File: config.mk
export PLATFORM = sky130hd
export DESIGN_NAME = bram_stream_reader
export DESIGN_NICKNAME = d
export VERILOG_FILES = /design/src/rtl/bram_stream_reader.sv
export SDC_FILE = /design/constraint.sdc
export NUM_CORES = 1
export LEC_CHECK = 0
export CORE_MARGIN = 1
export CORE_UTILIZATION = 45
export DETAILED_ROUTE_END_ITERATION = 10
export MAX_ROUTING_LAYER = met4
export PLACE_DENSITY_LB_ADDON = 0.3
export SETUP_SLACK_MARGIN = 0.02
export SLEW_MARGIN = 20
export SYNTH_ARGS = -nofsm -noshare
export SYNTH_HDL_FRONTEND = slang
export SYNTH_SLANG_ARGS = --single-unit
File: constraint.sdc
create_clock -name clk -period 10.1 [get_ports clk]
set_clock_uncertainty 0.2 [all_clocks]
set_input_delay 2.02 -clock clk [delete_from_list [all_inputs] [get_ports clk]]
set_output_delay 2.02 -clock clk [all_outputs]
set_load 0.02 [all_outputs]
File: src/rtl/bram_stream_reader.sv
// Burst reader: walks a block of BRAM words starting at base_addr and streams
// them out through a small FIFO with ready/valid backpressure.
module bram_stream_reader #(
   parameter int ADDR_W     = 10,
   parameter int DATA_W     = 8,
   parameter int FIFO_DEPTH = 4
) (
   input  logic              clk,
   input  logic              rst,
   input  logic              start,
   input  logic [ADDR_W-1:0] base_addr,
   input  logic [ADDR_W:0]   length,
   output logic [ADDR_W-1:0] mem_addr,
   output logic              mem_we,
   output logic [DATA_W-1:0] mem_data_in,
   input  logic [DATA_W-1:0] mem_data_out,
   output logic [DATA_W-1:0] m_data,
   output logic              m_valid,
   input  logic              m_ready,
   output logic              m_last,
   output logic              busy,
   output logic              done
);

   localparam int PW = $clog2(FIFO_DEPTH);
   localparam int CW = PW + 1;
   localparam int LW = ADDR_W + 1;

   localparam logic [1:0] IDLE  = 2'd0;
   localparam logic [1:0] RUN   = 2'd1;
   localparam logic [1:0] DRAIN = 2'd2;

   localparam logic [CW:0]   DEPTH_C = (CW+1)'(FIFO_DEPTH);
   localparam logic [LW-1:0] ONE_L   = {{(LW-1){1'b0}}, 1'b1};

   logic [1:0]        state_q, state_d;
   logic [ADDR_W-1:0] addr_q, addr_d;
   logic [LW-1:0]     remaining_q, remaining_d;
   logic [LW-1:0]     words_left_q, words_left_d;
   logic              issue_q, issue_d;
   logic              rvalid_q, rvalid_d;
   logic              done_q, done_d;
   logic [DATA_W-1:0] fifo_q [FIFO_DEPTH];
   logic [DATA_W-1:0] fifo_d [FIFO_DEPTH];
   logic [PW-1:0]     wr_ptr_q, wr_ptr_d;
   logic [PW-1:0]     rd_ptr_q, rd_ptr_d;
   logic [CW-1:0]     count_q, count_d;

   logic              push_s;
   logic              pop_s;
   logic              last_pop_s;
   logic [CW:0]       occ_s;
   logic              room_s;

   // Occupancy counts words already buffered plus reads still in the memory pipe.
   assign push_s     = rvalid_q;
   assign pop_s      = (count_q != {CW{1'b0}}) && m_ready;
   assign last_pop_s = pop_s && (words_left_q == ONE_L);
   assign occ_s      = {1'b0, count_q} + {{CW{1'b0}}, issue_q} + {{CW{1'b0}}, rvalid_q};
   assign room_s     = (occ_s < DEPTH_C);

   always_comb begin
      state_d      = state_q;
      addr_d       = addr_q;
      remaining_d  = remaining_q;
      words_left_d = words_left_q;
      issue_d      = 1'b0;
      done_d       = 1'b0;
      rvalid_d     = issue_q;
      if (pop_s) begin
         words_left_d = words_left_q - ONE_L;
      end else begin
         words_left_d = words_left_q;
      end
      case (state_q)
         IDLE: begin
            if (start && (length == {LW{1'b0}})) begin
               done_d = 1'b1;
            end else if (start) begin
               state_d      = RUN;
               addr_d       = base_addr;
               issue_d      = 1'b1;
               remaining_d  = length - ONE_L;
               words_left_d = length;
            end else begin
               state_d = IDLE;
            end
         end
         RUN: begin
            if (remaining_q == {LW{1'b0}}) begin
               state_d = DRAIN;
            end else if (room_s) begin
               issue_d     = 1'b1;
               addr_d      = addr_q + {{(ADDR_W-1){1'b0}}, 1'b1};
               remaining_d = remaining_q - ONE_L;
            end else begin
               issue_d = 1'b0;
            end
         end
         DRAIN: begin
            state_d = DRAIN;
         end
         default: begin
            state_d = IDLE;
         end
      endcase
      if ((state_q != IDLE) && last_pop_s) begin
         state_d = IDLE;
         done_d  = 1'b1;
      end else begin
         done_d = done_d;
      end
   end

   // Output FIFO: capture one cycle after each issued address, pop on transfer.
   always_comb begin
      fifo_d   = fifo_q;
      wr_ptr_d = wr_ptr_q;
      rd_ptr_d = rd_ptr_q;
      if (push_s) begin
         fifo_d[wr_ptr_q] = mem_data_out;
         wr_ptr_d         = wr_ptr_q + {{(PW-1){1'b0}}, 1'b1};
      end else begin
         wr_ptr_d = wr_ptr_q;
      end
      if (pop_s) begin
         rd_ptr_d = rd_ptr_q + {{(PW-1){1'b0}}, 1'b1};
      end else begin
         rd_ptr_d = rd_ptr_q;
      end
      case ({push_s, pop_s})
         2'b10:   count_d = count_q + {{(CW-1){1'b0}}, 1'b1};
         2'b01:   count_d = count_q - {{(CW-1){1'b0}}, 1'b1};
         default: count_d = count_q;
      endcase
   end

   always_ff @(posedge clk) begin
      if (rst) begin
         state_q      <= IDLE;
         addr_q       <= {ADDR_W{1'b0}};
         remaining_q  <= {LW{1'b0}};
         words_left_q <= {LW{1'b0}};
         issue_q      <= 1'b0;
         rvalid_q     <= 1'b0;
         done_q       <= 1'b0;
         wr_ptr_q     <= {PW{1'b0}};
         rd_ptr_q     <= {PW{1'b0}};
         count_q      <= {CW{1'b0}};
         for (int i = 0; i < FIFO_DEPTH; i++) begin
            fifo_q[i] <= {DATA_W{1'b0}};
         end
      end else begin
         state_q      <= state_d;
         addr_q       <= addr_d;
         remaining_q  <= remaining_d;
         words_left_q <= words_left_d;
         issue_q      <= issue_d;
         rvalid_q     <= rvalid_d;
         done_q       <= done_d;
         wr_ptr_q     <= wr_ptr_d;
         rd_ptr_q     <= rd_ptr_d;
         count_q      <= count_d;
         fifo_q       <= fifo_d;
      end
   end

   assign mem_addr    = addr_q;
   assign mem_we      = 1'b0;
   assign mem_data_in = {DATA_W{1'b0}};
   assign m_data      = fifo_q[rd_ptr_q];
   assign m_valid     = (count_q != {CW{1'b0}});
   assign m_last      = m_valid && (words_left_q == ONE_L);
   assign busy        = (state_q != IDLE);
   assign done        = done_q;

endmodule

==> flow_metrics.py, run 1 <==
metrics = {
    "cts": {
        "clkLatencyLatePin_ns": 0.34,
        "tritoncts.num_buffers": 9,
        "clock-root-buffer": "sky130_fd_sc_hd__clkbuf_8",
        "clock_tree.htree_level_count": 3,
        "cts.repair.resized": 0,
        "cts_post_setup_buffers_inserted": 0,
        "worst_setup_hold_path_clk_slew_ns": 0.09,
        "holdBufCountCts": 0,
        "tritoncts_num_sinks": 76,
        "tritoncts": "built",
        "cts_max_path_buffers": 2,
    },
    "yosys": {
        "ys_dominant_reg_cell": "sky130_fd_sc_hd__dfxtp_1",
        "proportion_of_synthesized_flip_flops_having_asynchronous_set_or_reset_pct": 0,
        "avgSynthCellArea_um2": 8.08,
        "synth-edff-count": 0,
        "syn_inst": 528,
        "library_cell_occupying_the_most_area_in_the_post_synthesis_netlist": "sky130_fd_sc_hd__dfxtp_1",
        "yosys_warnings": 0,
        "synth.area.top_cells": "sky130_fd_sc_hd__dfxtp_1, sky130_fd_sc_hd__a21oi_1, sky130_fd_sc_hd__nand3_1",
        "syn-cell-area_um2": 4270,
        "netlist-cell-type-count": 66,
        "post-synth-top-area-fraction_pct": 35.7,
        "yosys_register_bits": 76,
        "share_of_the_yosys_chip_area_belonging_to_registers_pct": 35.7,
    },
    "setup_path": {
        "cp_endpoint_kind": "flip-flop",
        "worst_setup_path_startpoint": "length[0]",
        "ff_to_ff_setup_slack_ns": 6.43,
        "critical_path.reg2reg.endpoint": "remaining_q[10]",
        "critical_path_class": "in2reg",
        "crit_path_end": "mem_addr[1]",
        "critical_register_to_register_path_startpoint": "state_q[1]",
        "crit_fanout": 20,
        "critical_path_required_time_ns": 10.15,
        "timing.critical_path.arrival_ns": 4.99,
        "worstSetupStartpointType": "input pin",
        "worst-r2r-cell-count": 10,
    },
    "finish": {
        "fin_util_pct": 54.2,
        "final_cell_mix": "sky130_fd_sc_hd__dfxtp_1, sky130_fd_sc_hd__nand2_1, sky130_fd_sc_hd__a21oi_1, sky130_fd_sc_hd__clkdlybuf4s50_1, sky130_fd_sc_hd__nand3_1",
        "multi_input_area_um2": 2480,
        "diodes": 0,
        "fin_cells": 674,
        "nNetsFinal": 604,
        "synth_to_final_area_change_pct": 16.9,
        "drive_gt1_share_pct": 8.17,
        "fill_cells": 872,
        "layout.cells.most_common": "sky130_fd_sc_hd__dfxtp_1",
        "register_area_um2": 1520,
        "finalInstanceArea_um2": 4990,
    },
    "grt": {
        "grt-ovfl-total": 0,
        "grt_max_degree": 76,
        "grt_pass1_vias": 3718,
        "grt_pass1_wl_mm": 17.5,
        "antenna_found_initial": 0,
        "globalRouteTotalUtil_pct": 22.4,
    },
    "placed_design": {
        "gp_congestion": 0.884,
        "place_area_um2": 4760,
        "buffer_ports.inserted": 54,
        "post-dp-hpwl_mm": 7.04,
        "placed_cells_incl_taps": 658,
    },
    "routing": {
        "wire_length_reported_by_the_detailed_router_mm": 10.7,
        "detail-route-antenna-nets": 0,
        "post_drt_wl_per_cell_um": 15.8,
        "remaining_drc_errors": 0,
        "initialDrtViolationCount": 290,
        "detail_route.first_pass.iterations": 5,
        "vias_per_inst": 5.90,
        "vias": 3978,
    },
    "sta": {
        "final-hold-violation-count": 0,
        "report.final.setup_viol": 0,
        "timing.final.crit_period_ns": 4.94,
        "rsz0062_at_grt": "no",
        "fin_crit_sh_pct": 48.9,
        "setup-tns-final_ns": 0,
        "timing_max_transition_violations_final": 0,
        "worst_slew_margin_rel_pct": 37.2,
        "fmax_mhz": 202,
        "tightestPinTransition_ns": 0.941,
    },
    "power_and_ir_drop": {
        "power-per-cell-area_nw_per_um2": 261,
        "ir_worst_vdd_uv": 150,
        "power_leakage_uw": 0.00170,
    },
    "run": {
        "drv.max_cap_violation_count": 0,
    },
    "status": {
        "status": "finished, final reports clean",
    },
    "floorplan": {
        "fp.coreArea_um2": 9200,
        "initial_core_util_pct": 46.4,
        "floorplan.io_pins": 64,
        "die_height_um": 99.4,
        "design.die.area_um2": 9870,
        "num_rows": 35,
        "chipWidth_um": 99.4,
    },
    "hold_path": {
        "hp-class": "reg2reg",
    },
}
==> kinds of logic after synthesis <==
| family | Yosys count | share of synthesized area (%) |
|---|---|---|
| xor gates and xnor gates | 13 | 2.67 |
| DFF | 76 | 35.7 |
| AOI/OAI and AO/OA | 133 | 20.1 |
| muxes | 17 | 6.36 |
| and+or+nand+nor | 213 | 24.1 |
| adders and majority gates | 13 | 3.99 |
| buffers and inverters | 62 | 6.98 |
| other | 1 | 0.0879 |
==> cell type report <==
type	instances	share of cell area (%)
timing repair buffer	58	11.3
clock buffer	9	2.48
sequential	76	30.5
tap	111	2.78
clock inverter	7	2.08
multi-input combinational	398	49.7
inverter	15	1.13
==> report_power, final <==
part	leakage (µW)	total, µW	switching (µW)	internal [µW]
clock network	0.000115	270	127	143
registers	0.000620	435	70.6	364
logic	0.000969	599	369	229
total	0.00170	1300	567	737
==> through the flow <==
stage	hold WS [ns]	power (µW)	worst slack, ns
after detailed placement	0.247	1030	4.83
after global routing	0.277	1390	5.05
after global placement	0.238	1020	4.89
after CTS	0.259	1300	5.18
final	0.257	1300	5.16
after floorplan	0.233	874	5.67
==> per-layer routing <==
metal / vias up / global-route usage (%) / part of all wire [%]
li1: 1955 / - / -
met1: 1894 / 29.5 / 47
met2: 114 / 34.8 / 46
met3: 15 / 3.30 / 4.6
met4: 0 / 8.71 / 1.6
met5: - / - / 0
==> sequential cells by signal (all words and copies together), names as in the netlist <==
| name | cells |
|---|---|
| state_q | 2 |
| words_left_q | 11 |
| mem_addr | 10 |
| issue_q | 1 |
| remaining_q | 11 |
| fifo_q | 32 |
| count_q | 3 |
| rd_ptr_q | 2 |
| wr_ptr_q | 2 |
| push_s | 1 |
| done | 1 |
==> cells in the mapped netlist (all sizes together) (9+ instances only) <==
library cell / count
a211oi: 9
o21ai: 14
a31oi: 10
nor3: 11
inv: 15
dfxtp: 76
buf: 25
clkbuf: 22
nand2: 63
nand3: 48
o31ai: 14
ha: 12
nor2: 45
a21oi: 59
==> worst max-delay path, cell delays in order <==
cell	delay, ns
sky130_fd_sc_hd__clkdlybuf4s50_1	0.47
sky130_fd_sc_hd__or4_1	0.68
sky130_fd_sc_hd__or4_4	0.60
sky130_fd_sc_hd__a21oi_2	0.73
sky130_fd_sc_hd__nor2_2	0.20
sky130_fd_sc_hd__a211oi_1	0.29
==> worst min-delay path by stage <==
stage / from / cells past startpoint / slack [ns] / end
floorplan: fifo_q[10] / 2 / 0.23 / fifo_q[10]
global placement: fifo_q[22] / 2 / 0.24 / fifo_q[22]
detailed placement: fifo_q[19] / 2 / 0.25 / fifo_q[19]
CTS: fifo_q[4] / 2 / 0.26 / fifo_q[4]
global route: fifo_q[3] / 2 / 0.28 / fifo_q[3]
finish: fifo_q[20] / 2 / 0.26 / fifo_q[20]
(Power assumes the default switching activity.)
==> inputs of run 2 (changes only) <==
==> constraint.sdc (replaced) <==
create_clock -name clk -period 4 [get_ports clk]
set_clock_uncertainty 0.2 [all_clocks]
set_input_delay 0.8 -clock clk [delete_from_list [all_inputs] [get_ports clk]]
set_output_delay 0.8 -clock clk [all_outputs]
set_load 0.02 [all_outputs]
==> run 2 against run 1 <==
Clock-buffer cell count stayed put. Critical path depth up 2. Power up 150%. Utilization grew 0.35 points. Global-route usage grew 0.98 points. Sequential cell count is the same. Sequential share of layout area shrank 0.20 points. Combinational power grew to 2.6 times the previous value. Worst setup slack worse by 4.6 ns. Sequential power rose to 2.5 times the previous value. Critical path type unchanged. Critical endpoint is now remaining_q[10]. Largest cell class unchanged. Highest routed layer unchanged.
==> flow_metrics.py, run 2 (synthesized netlist as in run 1, its figures left out) <==
metrics = {
    "status": {
        "status": "finished, final reports clean",
    },
    "routing": {
        "post_drt_wl_per_cell_um": 15.6,
        "vias": 4012,
        "vias_per_inst": 5.89,
        "wire_length_reported_by_the_detailed_router_mm": 10.6,
        "detail_route.first_pass.iterations": 4,
        "remaining_drc_errors": 0,
        "detail-route-antenna-nets": 0,
        "initialDrtViolationCount": 228,
    },
    "grt": {
        "globalRouteTotalUtil_pct": 23.4,
        "antenna_found_initial": 0,
        "grt-ovfl-total": 0,
        "grt_max_degree": 47,
        "grt_pass1_wl_mm": 18.1,
        "grt_pass1_vias": 3799,
    },
    "sta": {
        "report.final.setup_viol": 0,
        "timing.hold.ws_ns": 0.255,
        "worst_slew_margin_rel_pct": 41.4,
        "timing.final.crit_period_ns": 3.47,
        "fin_crit_sh_pct": 86.8,
        "tightestPinTransition_ns": 0.879,
        "final-hold-violation-count": 0,
        "timing_max_transition_violations_final": 0,
        "fin_ws_ns": 0.528,
        "rsz0062_at_grt": "no",
        "setup-tns-final_ns": 0,
        "fmax_mhz": 288,
    },
    "setup_path": {
        "critical_path_class": "in2reg",
        "worstSetupStartpointType": "input pin",
        "crit_fanout": 5,
        "worst_setup_path_startpoint": "length[0]",
        "critical_path_required_time_ns": 4.07,
        "cp_endpoint_kind": "flip-flop",
        "timing.critical_path.arrival_ns": 3.54,
        "critical_register_to_register_path_startpoint": "state_q[1]",
    },
    "finish": {
        "max_ffs_per_register": 32,
        "fin_util_pct": 54.6,
        "drive_gt1_share_pct": 9.30,
        "layout.cells.most_common": "sky130_fd_sc_hd__dfxtp_1",
        "reg_top3": "fifo_q: 32 flops, remaining_q: 11 flops, words_left_q: 11 flops",
        "diodes": 0,
        "nNetsFinal": 611,
        "regMostFlops": "fifo_q",
        "synth_to_final_area_change_pct": 17.7,
        "final_cell_mix": "sky130_fd_sc_hd__dfxtp_1, sky130_fd_sc_hd__nand2_1, sky130_fd_sc_hd__a21oi_1, sky130_fd_sc_hd__clkdlybuf4s50_1, sky130_fd_sc_hd__nand3_1",
    },
    "power_and_ir_drop": {
        "internal_power_uw": 1830,
        "power_leakage_uw": 0.00173,
        "clock_power_share_pct": 19.1,
        "swShare_pct": 43.9,
        "comb_power_share_pct": 47.3,
        "power_frac_seq_pct": 33.6,
        "power.net_switching_uw": 1430,
        "power-per-cell-area_nw_per_um2": 649,
        "ir_worst_vdd_uv": 290,
    },
    "floorplan": {
        "floorplan.io_pins": 64,
        "initial_core_util_pct": 46.4,
        "chipWidth_um": 99.4,
        "design.die.area_um2": 9870,
        "fp.coreArea_um2": 9200,
        "die_height_um": 99.4,
        "num_rows": 35,
    },
    "placed_design": {
        "buffer_ports.inserted": 54,
        "post-dp-hpwl_mm": 7.18,
        "place_ws_ns": 0.194,
        "gp_congestion": 0.907,
    },
    "run": {
        "drv.max_cap_violation_count": 0,
    },
    "cts": {
        "worst_setup_hold_path_clk_slew_ns": 0.08,
        "holdBufCountCts": 0,
        "cts.repair.resized": 0,
        "clkLatencyLatePin_ns": 0.36,
        "cts_post_setup_buffers_inserted": 0,
        "tritoncts": "built",
        "tritoncts_num_sinks": 76,
        "cts_max_path_buffers": 2,
        "clock-root-buffer": "sky130_fd_sc_hd__clkbuf_8",
        "clock_tree.htree_level_count": 3,
        "tritoncts.num_buffers": 9,
    },
    "hold_path": {
        "hp-class": "reg2reg",
        "hold_wc_startpoint": "fifo_q[2]",
    },
}
==> run 2: cell count changes in the layout (fill, tap and decap cells not counted), sizes merged <==
cell	before	now
inv	19	18
clkinv	1	2
clkinvlp	0	1
bufinv	2	1
buf	5	12
==> run 2: path summary, 6_finish.rpt <==
check	cells after the start	end	slack, ns
setup / recovery	8	remaining_q[10]	0.53
hold / removal	2	fifo_q[2]	0.26
setup reg to reg	9	remaining_q[10]	0.78
hold reg to reg	2	fifo_q[2]	0.26
==> run 2: power groups by stage <==
stage / sequential [µW] / combinational, µW / clock [µW]
6_report: 1090 / 1540 / 620
2_1_floorplan: 1100 / 1110 / 0
4_1_cts: 1090 / 1540 / 627
5_1_grt: 1120 / 1700 / 657
3_3_place_gp: 1100 / 1500 / 0
3_5_place_dp: 1110 / 1530 / 0
==> run 2: area by class of cell <==
| type | count | area, µm² |
|---|---|---|
| multi-input cells | 398 | 2480 |
| flip-flops and latches | 76 | 1520 |
| repair buffers | 65 | 618 |
| inverters | 15 | 56.3 |
| clock inverters | 7 | 83.8 |
| well taps | 111 | 139 |
| fillers | 867 | 4180 |
| clock buffers | 9 | 124 |
==> run 2: worst max-delay path, cell delays in order <==
cell and delay (ns):
sky130_fd_sc_hd__clkdlybuf4s50_1 0.46, sky130_fd_sc_hd__mux2i_1 0.22, sky130_fd_sc_hd__ha_1 0.25, sky130_fd_sc_hd__or4b_2 0.66
sky130_fd_sc_hd__o2bb2a_1 0.28, sky130_fd_sc_hd__nor4b_2 0.32, sky130_fd_sc_hd__mux2_2 0.37, sky130_fd_sc_hd__a41oi_1 0.17
==> run 2: metrics by stage <==
| stage | instance area (µm²) | total power [µW] | instances |
|---|---|---|---|
| 2_1_floorplan | 4300 | 2210 | 536 |
| 3_3_place_gp | 4810 | 2600 | 665 |
| 3_5_place_dp | 4810 | 2640 | 665 |
| 4_1_cts | 5020 | 3260 | 681 |
| 5_1_grt | 5020 | 3480 | 681 |
| 6_report | 5020 | 3260 | 681 |
==> run 2: per-layer routing <==
layer,vias to the layer above,wire [µm],track usage [%],share of wire (%)
met5,-,0,-,0
met4,0,153,8.03,1.4
met3,15,567,3.02,5.3
met2,130,4960,37.8,47
met1,1896,4960,30.2,47
li1,1971,-,-,-
==> inputs of run 3 (changes only) <==
--- a/config.mk
+++ b/config.mk
@@ -5,8 +5,9 @@
 export SDC_FILE = /design/constraint.sdc
 export NUM_CORES = 1
 export LEC_CHECK = 0
+export CAP_MARGIN = 20
 export CORE_MARGIN = 1
-export CORE_UTILIZATION = 45
+export CORE_UTILIZATION = 49
 export DETAILED_ROUTE_END_ITERATION = 10
 export MAX_ROUTING_LAYER = met4
 export PLACE_DENSITY_LB_ADDON = 0.3
==> run 3 against run 2 <==
Global-route usage increased by 2.1 points. Register-to-register slack improved by 0.04 ns. Worst setup slack improved by 0.050 ns. Wire length increased by 1.1%. Non-clock buffer count unchanged. Critical path type unchanged.
==> flow_metrics.py, run 3 (synthesized netlist as in run 1, its figures left out) <==
metrics = {
    "grt": {
        "antenna_found_initial": 0,
        "grt-ovfl-total": 0,
        "globalRouteTotalUtil_pct": 25.4,
        "grt_pass1_vias": 3730,
        "grt_max_degree": 43,
        "grt_pass1_wl_mm": 17.5,
    },
    "sta": {
        "timing_max_transition_violations_final": 0,
        "timing.hold.ws_ns": 0.258,
        "setup-tns-final_ns": 0,
        "worst_slew_margin_rel_pct": 42.3,
        "rsz0062_at_grt": "no",
        "tightestPinTransition_ns": 0.865,
        "fin_crit_sh_pct": 85.5,
        "report.final.setup_viol": 0,
        "fmax_mhz": 292,
        "final-hold-violation-count": 0,
        "timing.final.crit_period_ns": 3.42,
    },
    "floorplan": {
        "floorplan.io_pins": 64,
        "chipWidth_um": 95.3,
        "fp.coreArea_um2": 8340,
        "design.die.area_um2": 9080,
        "initial_core_util_pct": 51.2,
        "die_height_um": 95.3,
        "num_rows": 33,
    },
    "finish": {
        "synth_to_final_area_change_pct": 17.2,
        "nNetsFinal": 611,
        "drive_gt1_share_pct": 9.30,
        "regMostFlops": "fifo_q",
        "layout.cells.most_common": "sky130_fd_sc_hd__dfxtp_1",
        "reg_top3": "fifo_q: 32 flops, remaining_q: 11 flops, words_left_q: 11 flops",
        "max_ffs_per_register": 32,
        "diodes": 0,
        "final_cell_mix": "sky130_fd_sc_hd__dfxtp_1, sky130_fd_sc_hd__nand2_1, sky130_fd_sc_hd__a21oi_1, sky130_fd_sc_hd__clkdlybuf4s50_1, sky130_fd_sc_hd__nand3_1",
    },
    "routing": {
        "wire_length_reported_by_the_detailed_router_mm": 10.8,
        "vias": 4006,
        "remaining_drc_errors": 0,
        "initialDrtViolationCount": 373,
        "vias_per_inst": 5.93,
        "post_drt_wl_per_cell_um": 15.9,
        "detail_route.first_pass.iterations": 4,
        "detail-route-antenna-nets": 0,
    },
    "power_and_ir_drop": {
        "power.net_switching_uw": 1420,
        "clock_power_share_pct": 17.2,
        "power_frac_seq_pct": 34.3,
        "internal_power_uw": 1790,
        "comb_power_share_pct": 48.5,
        "swShare_pct": 44.3,
        "power_leakage_uw": 0.00172,
        "power-per-cell-area_nw_per_um2": 641,
        "ir_worst_vdd_uv": 304,
    },
    "placed_design": {
        "buffer_ports.inserted": 54,
        "gp_congestion": 0.820,
        "post-dp-hpwl_mm": 7.14,
    },
    "hold_path": {
        "hp-class": "reg2reg",
        "min_delay_path_depth": 2,
    },
    "cts": {
        "worst_setup_hold_path_clk_slew_ns": 0.09,
        "tritoncts.num_buffers": 9,
        "holdBufCountCts": 0,
        "tritoncts_num_sinks": 76,
        "cts.repair.resized": 0,
        "cts_post_setup_buffers_inserted": 0,
        "clock-root-buffer": "sky130_fd_sc_hd__clkbuf_8",
        "clkLatencyLatePin_ns": 0.35,
        "clock_tree.htree_level_count": 3,
        "tritoncts": "built",
        "cts_max_path_buffers": 2,
    },
    "setup_path": {
        "crit_fanout": 5,
        "critical_path_class": "in2reg",
        "worstSetupStartpointType": "input pin",
        "cp_endpoint_kind": "flip-flop",
        "critical_path_required_time_ns": 4.07,
        "ff_to_ff_setup_slack_ns": 0.82,
        "timing.critical_path.arrival_ns": 3.49,
        "worst-r2r-cell-count": 9,
    },
    "run": {
        "drv.max_cap_violation_count": 0,
    },
    "status": {
        "status": "finished, final reports clean",
    },
}
-- run 3: per-stage QoR --
step                instances  setup slack [ns]  util (%)  area, µm²  power (µW)
finish                    675             0.578      60.0       5000        3210
floorplan                 536             0.205         -       4300        2210
CTS                       675             0.614      60.0       5000        3200
global route              675             0.482      60.0       5000        3430
detailed placement        659             0.255      57.8       4820        2640
global placement          659             0.330      57.8       4820        2600
-- run 3: power by group through the flow --
stage	combinational, µW	clock, µW	sequential (µW)
floorplan	1110	0	1100
finish	1560	553	1100
detailed placement	1530	0	1110
global route	1710	601	1120
global placement	1500	0	1100
CTS	1540	560	1090
-- run 3: critical path, cell delays in order --
cell                              delay, ns
sky130_fd_sc_hd__clkdlybuf4s50_1       0.46
sky130_fd_sc_hd__mux2i_1               0.20
sky130_fd_sc_hd__ha_1                  0.26
sky130_fd_sc_hd__or4b_2                0.66
sky130_fd_sc_hd__o2bb2a_1              0.28
sky130_fd_sc_hd__nor4b_2               0.30
sky130_fd_sc_hd__mux2_2                0.38
sky130_fd_sc_hd__a41oi_1               0.15
-- run 3: final cells by class --
type / count / area, µm²
Multi-Input combinational cell: 398 / 2480
Clock inverter: 6 / 47.5
Inverter: 15 / 56.3
Clock buffer: 10 / 138
Tap cell: 105 / 131
Fill cell: 751 / 3340
Sequential cell: 76 / 1520
Timing Repair Buffer: 65 / 631
-- run 3: path summary, 6_finish.rpt --
path | start | to
max | length[0] | remaining_q[10]
min | fifo_q[23] | fifo_q[23]
max reg2reg | state_q[1] | remaining_q[10]
min reg2reg | fifo_q[23] | fifo_q[23]
-- run 3: routing by layer --
layer | track usage, % | routed length [µm]
met4 | 9.34 | 144
met2 | 38.6 | 4960
met1 | 34.1 | 4970
met3 | 4.07 | 676
met5 | - | 0
